**config.mk**
```make
export PLATFORM = sky130hd
export DESIGN_NAME = alu_arbiter
export DESIGN_NICKNAME = d
export VERILOG_FILES = /design/src/rtl/alu_arbiter.sv
export SDC_FILE = /design/constraint.sdc
export NUM_CORES = 1
export LEC_CHECK = 0
export BUFFER_PORTS_ARGS = -buffer_cell sky130_fd_sc_hd__buf_4
export CORE_AREA = 10 10 87 104
export DETAILED_ROUTE_END_ITERATION = 8
export DIE_AREA = 0 0 97 114
export GPL_TIMING_DRIVEN = 0
export PLACE_DENSITY = 0.66
export REMOVE_ABC_BUFFERS = 1
export SYNTH_ARGS = -nofsm -noshare
export SYNTH_HDL_FRONTEND = slang
export SYNTH_SLANG_ARGS = --single-unit
```
**constraint.sdc**
```tcl
create_clock -name clk_i -period 4.02 [get_ports clk_i]
set_input_delay 0.603 -clock clk_i [delete_from_list [all_inputs] [get_ports clk_i]]
set_output_delay 0.603 -clock clk_i [all_outputs]
set_load 0.02 [all_outputs]
```
**src/rtl/alu_arbiter.sv**
```systemverilog
// -----------------------------------------------------------------------------
// alu_arbiter
//
// Two requesters share one single-cycle ALU. An arbiter picks at most one
// requester per cycle, the chosen operation is evaluated combinationally and
// the result is captured in a one-entry result register. The register is
// drained by a valid/ready consumer.
//
// Arbitration is round-robin by default. Defining the macro
// ALU_ARBITER_FIXED_PRIO_EN switches to fixed priority, where requester 0
// always wins a contention and no priority pointer exists.
//
// Parameters
//   WIDTH          operand / result width in bits (>= 2)
//
// Ports
//   clk_i          clock, all state updates on the rising edge
//   rst_i          synchronous active-high reset
//   req0_valid_i   requester 0 offers an operation
//   req0_ready_o   requester 0 operation accepted this cycle
//   req0_first_i   requester 0 first operand
//   req0_second_i  requester 0 second operand (also the shift amount)
//   req0_opcode_i  requester 0 operation code
//   req1_*         same set for requester 1
//   res_valid_o    result register holds an undelivered result
//   res_ready_i    consumer takes the result this cycle
//   res_data_o     registered result
//   res_id_o       index of the requester that issued the held result
//
// Opcodes
//   000 NAND   001 XOR   010 ADD   011 SRA first by second
//   100 OR     101 SHL first by second   110 NOT first
//   111 unsigned first < second (1/0, zero-extended)
// -----------------------------------------------------------------------------
module alu_arbiter #(
    parameter int WIDTH = 8
) (
    input  logic             clk_i,
    input  logic             rst_i,

    input  logic             req0_valid_i,
    output logic             req0_ready_o,
    input  logic [WIDTH-1:0] req0_first_i,
    input  logic [WIDTH-1:0] req0_second_i,
    input  logic [2:0]       req0_opcode_i,

    input  logic             req1_valid_i,
    output logic             req1_ready_o,
    input  logic [WIDTH-1:0] req1_first_i,
    input  logic [WIDTH-1:0] req1_second_i,
    input  logic [2:0]       req1_opcode_i,

    output logic             res_valid_o,
    input  logic             res_ready_i,
    output logic [WIDTH-1:0] res_data_o,
    output logic             res_id_o
);

    localparam logic [2:0] OP_NAND = 3'b000;
    localparam logic [2:0] OP_XOR  = 3'b001;
    localparam logic [2:0] OP_ADD  = 3'b010;
    localparam logic [2:0] OP_SRA  = 3'b011;
    localparam logic [2:0] OP_OR   = 3'b100;
    localparam logic [2:0] OP_SHL  = 3'b101;
    localparam logic [2:0] OP_NOT  = 3'b110;
    localparam logic [2:0] OP_LTU  = 3'b111;

    typedef enum logic {
        EMPTY = 1'b0,
        FULL  = 1'b1
    } state_t;

    state_t           state_q;
    state_t           state_d;

    logic             can_accept;
    logic             grant0;
    logic             grant1;
    logic             accept;
    logic             sel_id;
    logic [WIDTH-1:0] sel_first;
    logic [WIDTH-1:0] sel_second;
    logic [2:0]       sel_opcode;
    logic [WIDTH-1:0] alu_result;

    logic [WIDTH-1:0] res_data_q;
    logic             res_id_q;

    // -------------------------------------------------------------------------
    // ALU. The full second operand is the shift amount; the language already
    // gives zero for a logical shift by >= WIDTH and sign fill for an
    // arithmetic shift by >= WIDTH, which is exactly the required saturation.
    // -------------------------------------------------------------------------
    function automatic logic [WIDTH-1:0] alu_eval(
        input logic [2:0]       opcode,
        input logic [WIDTH-1:0] first,
        input logic [WIDTH-1:0] second
    );
        logic signed [WIDTH-1:0] first_s;
        logic        [WIDTH-1:0] result;
        first_s = $signed(first);
        result  = '0;
        case (opcode)
            OP_NAND: result = ~(first & second);
            OP_XOR:  result = first ^ second;
            OP_ADD:  result = first + second;
            OP_SRA:  result = $unsigned(first_s >>> second);
            OP_OR:   result = first | second;
            OP_SHL:  result = first << second;
            OP_NOT:  result = ~first;
            OP_LTU:  result = {{(WIDTH-1){1'b0}}, (first < second)};
            default: result = '0;
        endcase
        return result;
    endfunction

    // -------------------------------------------------------------------------
    // Arbitration: grant0/grant1 say who would win if a slot were free.
    // -------------------------------------------------------------------------
`ifdef ALU_ARBITER_FIXED_PRIO_EN
    always_comb begin
        grant0 = req0_valid_i;
        grant1 = req1_valid_i & ~req0_valid_i;
    end
`else
    // prio_q names the favoured requester for the next contention.
    logic prio_q;

    always_comb begin
        grant0 = 1'b0;
        grant1 = 1'b0;
        if (prio_q == 1'b0) begin
            grant0 = req0_valid_i;
            grant1 = req1_valid_i & ~req0_valid_i;
        end else begin
            grant1 = req1_valid_i;
            grant0 = req0_valid_i & ~req1_valid_i;
        end
    end

    // After a grant the other requester becomes favoured.
    always_ff @(posedge clk_i) begin
        if (rst_i) begin
            prio_q <= 1'b0;
        end else if (accept) begin
            prio_q <= ~sel_id;
        end
    end
`endif

    // A slot is free when the register is empty or is being drained this
    // cycle; reset blocks any acceptance.
    assign can_accept   = ~rst_i & ((state_q == EMPTY) | res_ready_i);
    assign req0_ready_o = can_accept & grant0;
    assign req1_ready_o = can_accept & grant1;
    assign accept       = req0_ready_o | req1_ready_o;

    // Operands are only sampled from the accepted requester.
    assign sel_id     = req1_ready_o;
    assign sel_first  = sel_id ? req1_first_i  : req0_first_i;
    assign sel_second = sel_id ? req1_second_i : req0_second_i;
    assign sel_opcode = sel_id ? req1_opcode_i : req0_opcode_i;
    assign alu_result = alu_eval(sel_opcode, sel_first, sel_second);

    // -------------------------------------------------------------------------
    // Result FSM
    // -------------------------------------------------------------------------
    always_comb begin
        state_d = state_q;
        case (state_q)
            EMPTY: begin
                if (accept) begin
                    state_d = FULL;
                end
            end
            FULL: begin
                if (!accept && res_ready_i) begin
                    state_d = EMPTY;
                end
            end
            default: state_d = EMPTY;
        endcase
    end

    always_ff @(posedge clk_i) begin
        if (rst_i) begin
            state_q <= EMPTY;
        end else begin
            state_q <= state_d;
        end
    end

    // -------------------------------------------------------------------------
    // Result register: loads on acceptance, otherwise holds (also across a
    // drain, so the last value stays visible while EMPTY).
    // -------------------------------------------------------------------------
    always_ff @(posedge clk_i) begin
        if (rst_i) begin
            res_data_q <= '0;
            res_id_q   <= 1'b0;
        end else if (accept) begin
            res_data_q <= alu_result;
            res_id_q   <= sel_id;
        end
    end

    assign res_valid_o = (state_q == FULL);
    assign res_data_o  = res_data_q;
    assign res_id_o    = res_id_q;

endmodule

```
# After elaboration in Yosys (flattened, before gate mapping)
# Index checks and enable logic that the tools add are counted.
# classes
n_addsub	1
mul	0
div	0
order_cmp	1
n_eq_ne	7
shifts	2
muxes	9
bitwise_logic	17
reduce_logical	3
# op_table
cell	count
$pmux 8 s8	1
$mux 8	2
$not 8->8	2
$eq 3x3->1 const B	4
$add 8x8->8	1
$and 8x8->8	1
$lt 8x8->1	1
$or 8x8->8	1
$shl 8x8->8	1
$sshr 8x8->8	1
$xor 8x8->8	1
$eq 3x2->1 const B	2
$and 1x1->1	5
$not 1->1	5
$mux 1	4
$eq 3x1->1 const B	1
$logic_not 3->1	1
$mux 3	1
$or 1x1->1	2
$pmux 1 s2	1
$logic_and 1x1->1	1
$logic_not 1->1	1
# totals
ff_bits	11
latchBits	0
ram_bits	0
mem_bits_ro	0
word_cells	44
memories	0

# Depth between registers and ports, before layout
# logic_depth
word_depth	9
depth_mapped	16
ltp_nobuf	13

# Worst setup path after synthesis
# Ideal clock, no wire load.
# synth_path
path_type	input to register
startpoint	in res_ready_i
endpoint	reg res_data_q[0] (netlist: res_data_o[0])
setup_time_ns	0.115
t_arrival_ns	3.590
required_time_ns	3.905
slack_ns	0.315
stages	14
path_cell_list	nand2b_4 > nand4_4 > inv_2 > buf_1 > clkbuf_1 > nand2_1 > nand2_1 > ha_1 > a21boi_0 > a2111oi_0 > or4_1 > or4_1 > a211o_1 > o21a_1
# synth_between
elab_chain_cells	7
elab_cells_between_ends	26
# synth_lines
item	line_no	source
start, declared	54	input logic res_ready_i,
$or 1x1->1 *	153	assign can_accept = ~rst_i & ((state_q == EMPTY) | res_ready_i);
$and 1x1->1 *	153	
$and 1x1->1 *	155	assign req1_ready_o = can_accept & grant1;
named net req1_ready_o	48	output logic req1_ready_o,
parallel branches: the longest is 4 deep, another holds $add 8x8->8	n/a	
end signal, assigned	202	res_data_q <= alu_result;
end, declared	86	logic [WIDTH-1:0] res_data_q;
# Mark *: on every way through the listed nets, which the timed path passes.
# A chain may end at the register's enable or synchronous reset.

# Worst setup path in the final report
# layout_path
startpoint	in rst_i
endpoint	reg res_data_q[4] (netlist: res_data_o[4])
# layout_between
elab_chain_cells	7
elab_cells_between_ends	25
# layout_lines
item	line_no	source
start, declared	39	input logic rst_i,
parallel branches: the longest is 7 deep, another holds $add 8x8->8	n/a	
# Parallel ways; which one is timed is not known.

==> summary.md <==
| Metric | Value |
|---|---|
| Most used cell, CP | buf_4 |
| GRT Util Overall | about a fifth |
| Die footprint | around 11000 um^2 |
| TritonRoute pass-1 iters | 5 |
| Die Height | about 110 um |
| Area growth, synth to finish | 14.6% |
| Most used DFF post-synth | dfxtp_1 |
| Max Cap Viol | 0 |
| Dpl hpwl | around 8.6 mm |
| Vias in the first global route | between 3000 and 4000 |
| Placed insts | about 540 |
| Post-Syn Area | a little over 3000 um^2 |
| Clock slew at reported path FFs | around 0.05 ns |
| Most common cell after layout, fill and taps aside | buf_4 |
| Core footprint | around 7100 um^2 |
| Pins Over Slew Limit | 0 |
| Crit path setup slack, layout | 0.247 ns |
| Pwr dens | 196 nW/um^2 |
| Post-DRT Antenna Nets | 0 |
| DRT iter0 DRCs | 280 |
| Remaining DRCs | 0 |
| Via Count | ~3600 |
| First-pass GRT wire length | ~18 mm |
| CTS tree | done |
| Library cells used by synthesis | 67 |
| Gp weighted congestion | 0.925 |
| Number of synthesized flops with an enable pin | 0 |
| FF+latch count, synth | 11 |
| Final hold vios | 0 |
| Fillers | 710 |
| Final setup violation count | 0 |
| Startpoint types | input pin |
| Clock Path Buffers | 2 |
| I/O pin cnt | 55 |
| Mean Syn Cell Area | about 7.2 um^2 |
| CTS buffer count | 3 |
| Die width | 97 um |
| Hold Crit Class | flop to flop |
| Seq/Total Area, Yosys | 7.16% |
| Nets | between 500 and 600 |
| Post-CTS Hold Buffers | 0 |
| CP endpoint kind | flop |
| Period utilization | between 90% and 100% |
| Total grt overflow | 0 |
| Input/output buffers | 54 |
| Mapped Cells | ~430 |
| Max VDD drop | roughly 180 uV |
| H-tree Lvls | 1 |
| Layout Cells excl Fill | between 500 and 600 |
| WL final | 11.6 mm |
| Clock latency on the worst-skew pair | approximately 0.24 ns |
| Worst Path Required | around 4.1 ns |
| Fmax | roughly 270 MHz |
| Critical-path cell list | buf_4, clkinvlp_4, nand4_4, buf_4, mux2i_4, inv_2, fa_1, a21o_1, a21oi_1, o2bb2ai_1, nor2_1, xnor2_1, a2111oi_0, a311oi_1 |
| Worst-margin pin slew | between 1 and 1.5 ns |
| Most frequent cells in the layout | 56 x buf_4, 46 x nand2_1, 33 x mux2i_1 |
| Initial antenna violation count | 0 |
| Crit path kind | input pin to flop |
| Average vias per placed instance | ~6.5 |
| Slowest stage delay, CP | 0.56 ns |
| Clock sink count | 11 |
| Run status | complete, no violations |
| Tmin final | roughly 3.8 ns |
| Synth warn | 0 |
| Row Count | 34 |
| CP Buf/Inv Count | 4 |
| Largest delay share family, worst path | compound AO/OA/AOI/OAI gates |
| Worst hold slack | about 0.46 ns |
| CP arrival | around 3.9 ns |
| Post-synth ARST share | 0% |
| CP Max Fanout | 15 |
| Layout cells sized above 1 | between 10% and 20% |
| Wire length per cell | about 21 um |
| Largest net degree at the start of global routing | 37 |
| Leakage | between 1.5 and 2 nW |
| Final TNS setup | 0 ns |
| N_diodes | 0 |
| Root Driver | clkbuf_8 |
| Clock Skew | 0.00164 ns |
| RSZ-0062 raised after global routing | false |
| Initial Util | between 40% and 50% |
| Rel. slew slack | around a third |
| DP Worst Slack | -1.40 ns |
| Critical path's slowest cell | a2111oi_0 |
what timing repair did:
item	4_1_cts	5_1_grt
gates resized for setup	2	1
endpoints found under the hold margin	0	0
cloned	2	0
buffers inserted	2	0
pin swaps	1	0
setup endpoints to repair	8	2
cell usage after synthesis, types with 3 or more instances:
library cell | number | area share, %
nand2_1 | 46 | 5.6
mux2i_1 | 33 | 11
nor2_1 | 30 | 3.7
a21oi_1 | 26 | 4.2
inv_1 | 24 | 2.9
o21ai_0 | 24 | 3.9
nor3_1 | 23 | 3.7
ha_1 | 20 | 8.1
nand2b_1 | 17 | 3.5
clkbuf_1 | 15 | 1.8
dfxtp_1 | 11 | 7.2
mux2_2 | 11 | 4.0
a2111oi_0 | 7 | 2.0
a21boi_0 | 7 | 1.7
a221oi_1 | 6 | 1.7
buf_2 | 6 | 0.98
buf_6 | 6 | 2.2
xnor2_1 | 6 | 1.7
a311oi_1 | 5 | 1.4
o21a_1 | 5 | 1.2
o31ai_1 | 5 | 1.2
or4_1 | 5 | 1.2
a211oi_1 | 4 | 0.98
a21o_1 | 4 | 0.98
a31o_2 | 4 | 1.1
nand3_1 | 4 | 0.65
nand3b_1 | 4 | 0.98
nor3b_1 | 4 | 0.98
nor4_1 | 4 | 0.81
or3_1 | 4 | 0.81
a22oi_1 | 3 | 0.73
a31oi_1 | 3 | 0.61
and3b_1 | 3 | 0.85
nor2b_1 | 3 | 0.61
metrics by stage:
stage	power [mW]	area (um^2)	util, %
detailed placement	0.561	3430	48.3
global route	0.736	3530	49.6
floorplan	0.401	2910	-
global placement	0.557	3430	48.3
finish	0.690	3530	49.6
CTS	0.684	3520	49.6
area by class of cell:
cell class | count | area, um^2 | area share (%)
well taps | 90 | 113 | 3.19
inverters | 26 | 106 | 3.02
flip-flops and latches | 11 | 220 | 6.25
clock buffers | 4 | 45.0 | 1.28
multi-input cells | 365 | 2620 | 74.3
repair buffers | 56 | 420 | 11.9
where the power goes:
part	switching, mW	internal [mW]
sequential	0.00755	0.123
combinational	0.270	0.179
clock	0.0419	0.0697
flip-flops by register name, summed over array words and instances, names as in the netlist:
signal / cells
prio_q: 1
res_valid_o: 1
res_id_o: 1
res_data_o: 8
tightest hold or removal path, stage by stage, from the launching register on:
cell     delay [ns]
dfxtp_1        0.30
nand2_1        0.05
o21ai_0        0.06
path summary, 6_finish.rpt:
kind	start	endpoint	slack [ns]	depth (start not counted)
hold / removal	res_id_o	res_id_o	0.46	2
setup / recovery	rst_i	res_data_o[4]	0.25	14
hold reg to reg	res_id_o	res_id_o	0.46	2
setup reg to reg	prio_q	res_data_o[0]	0.46	11
metal layers:
layer | wire length, um | global-route usage (%) | up-vias | part of all wire (%)
met5 | 0 | 0 | - | 0
met2 | 5330 | 32.6 | 176 | 46
met4 | 495 | 9.66 | 0 | 4.3
met3 | 964 | 2.72 | 36 | 8.3
met1 | 4850 | 24.3 | 1693 | 42
li1 | - | - | 1667 | -
logic make-up after synthesis:
group	Yosys count	share of synthesized area, %
fa+ha+maj	21	8.79
flops	11	7.16
simple gates	162	27.7
xor+xnor	6	1.71
mux	48	17.4
compound gates	126	28.8
buf+inv	55	8.42
Power figures use the tool's default switching activity.
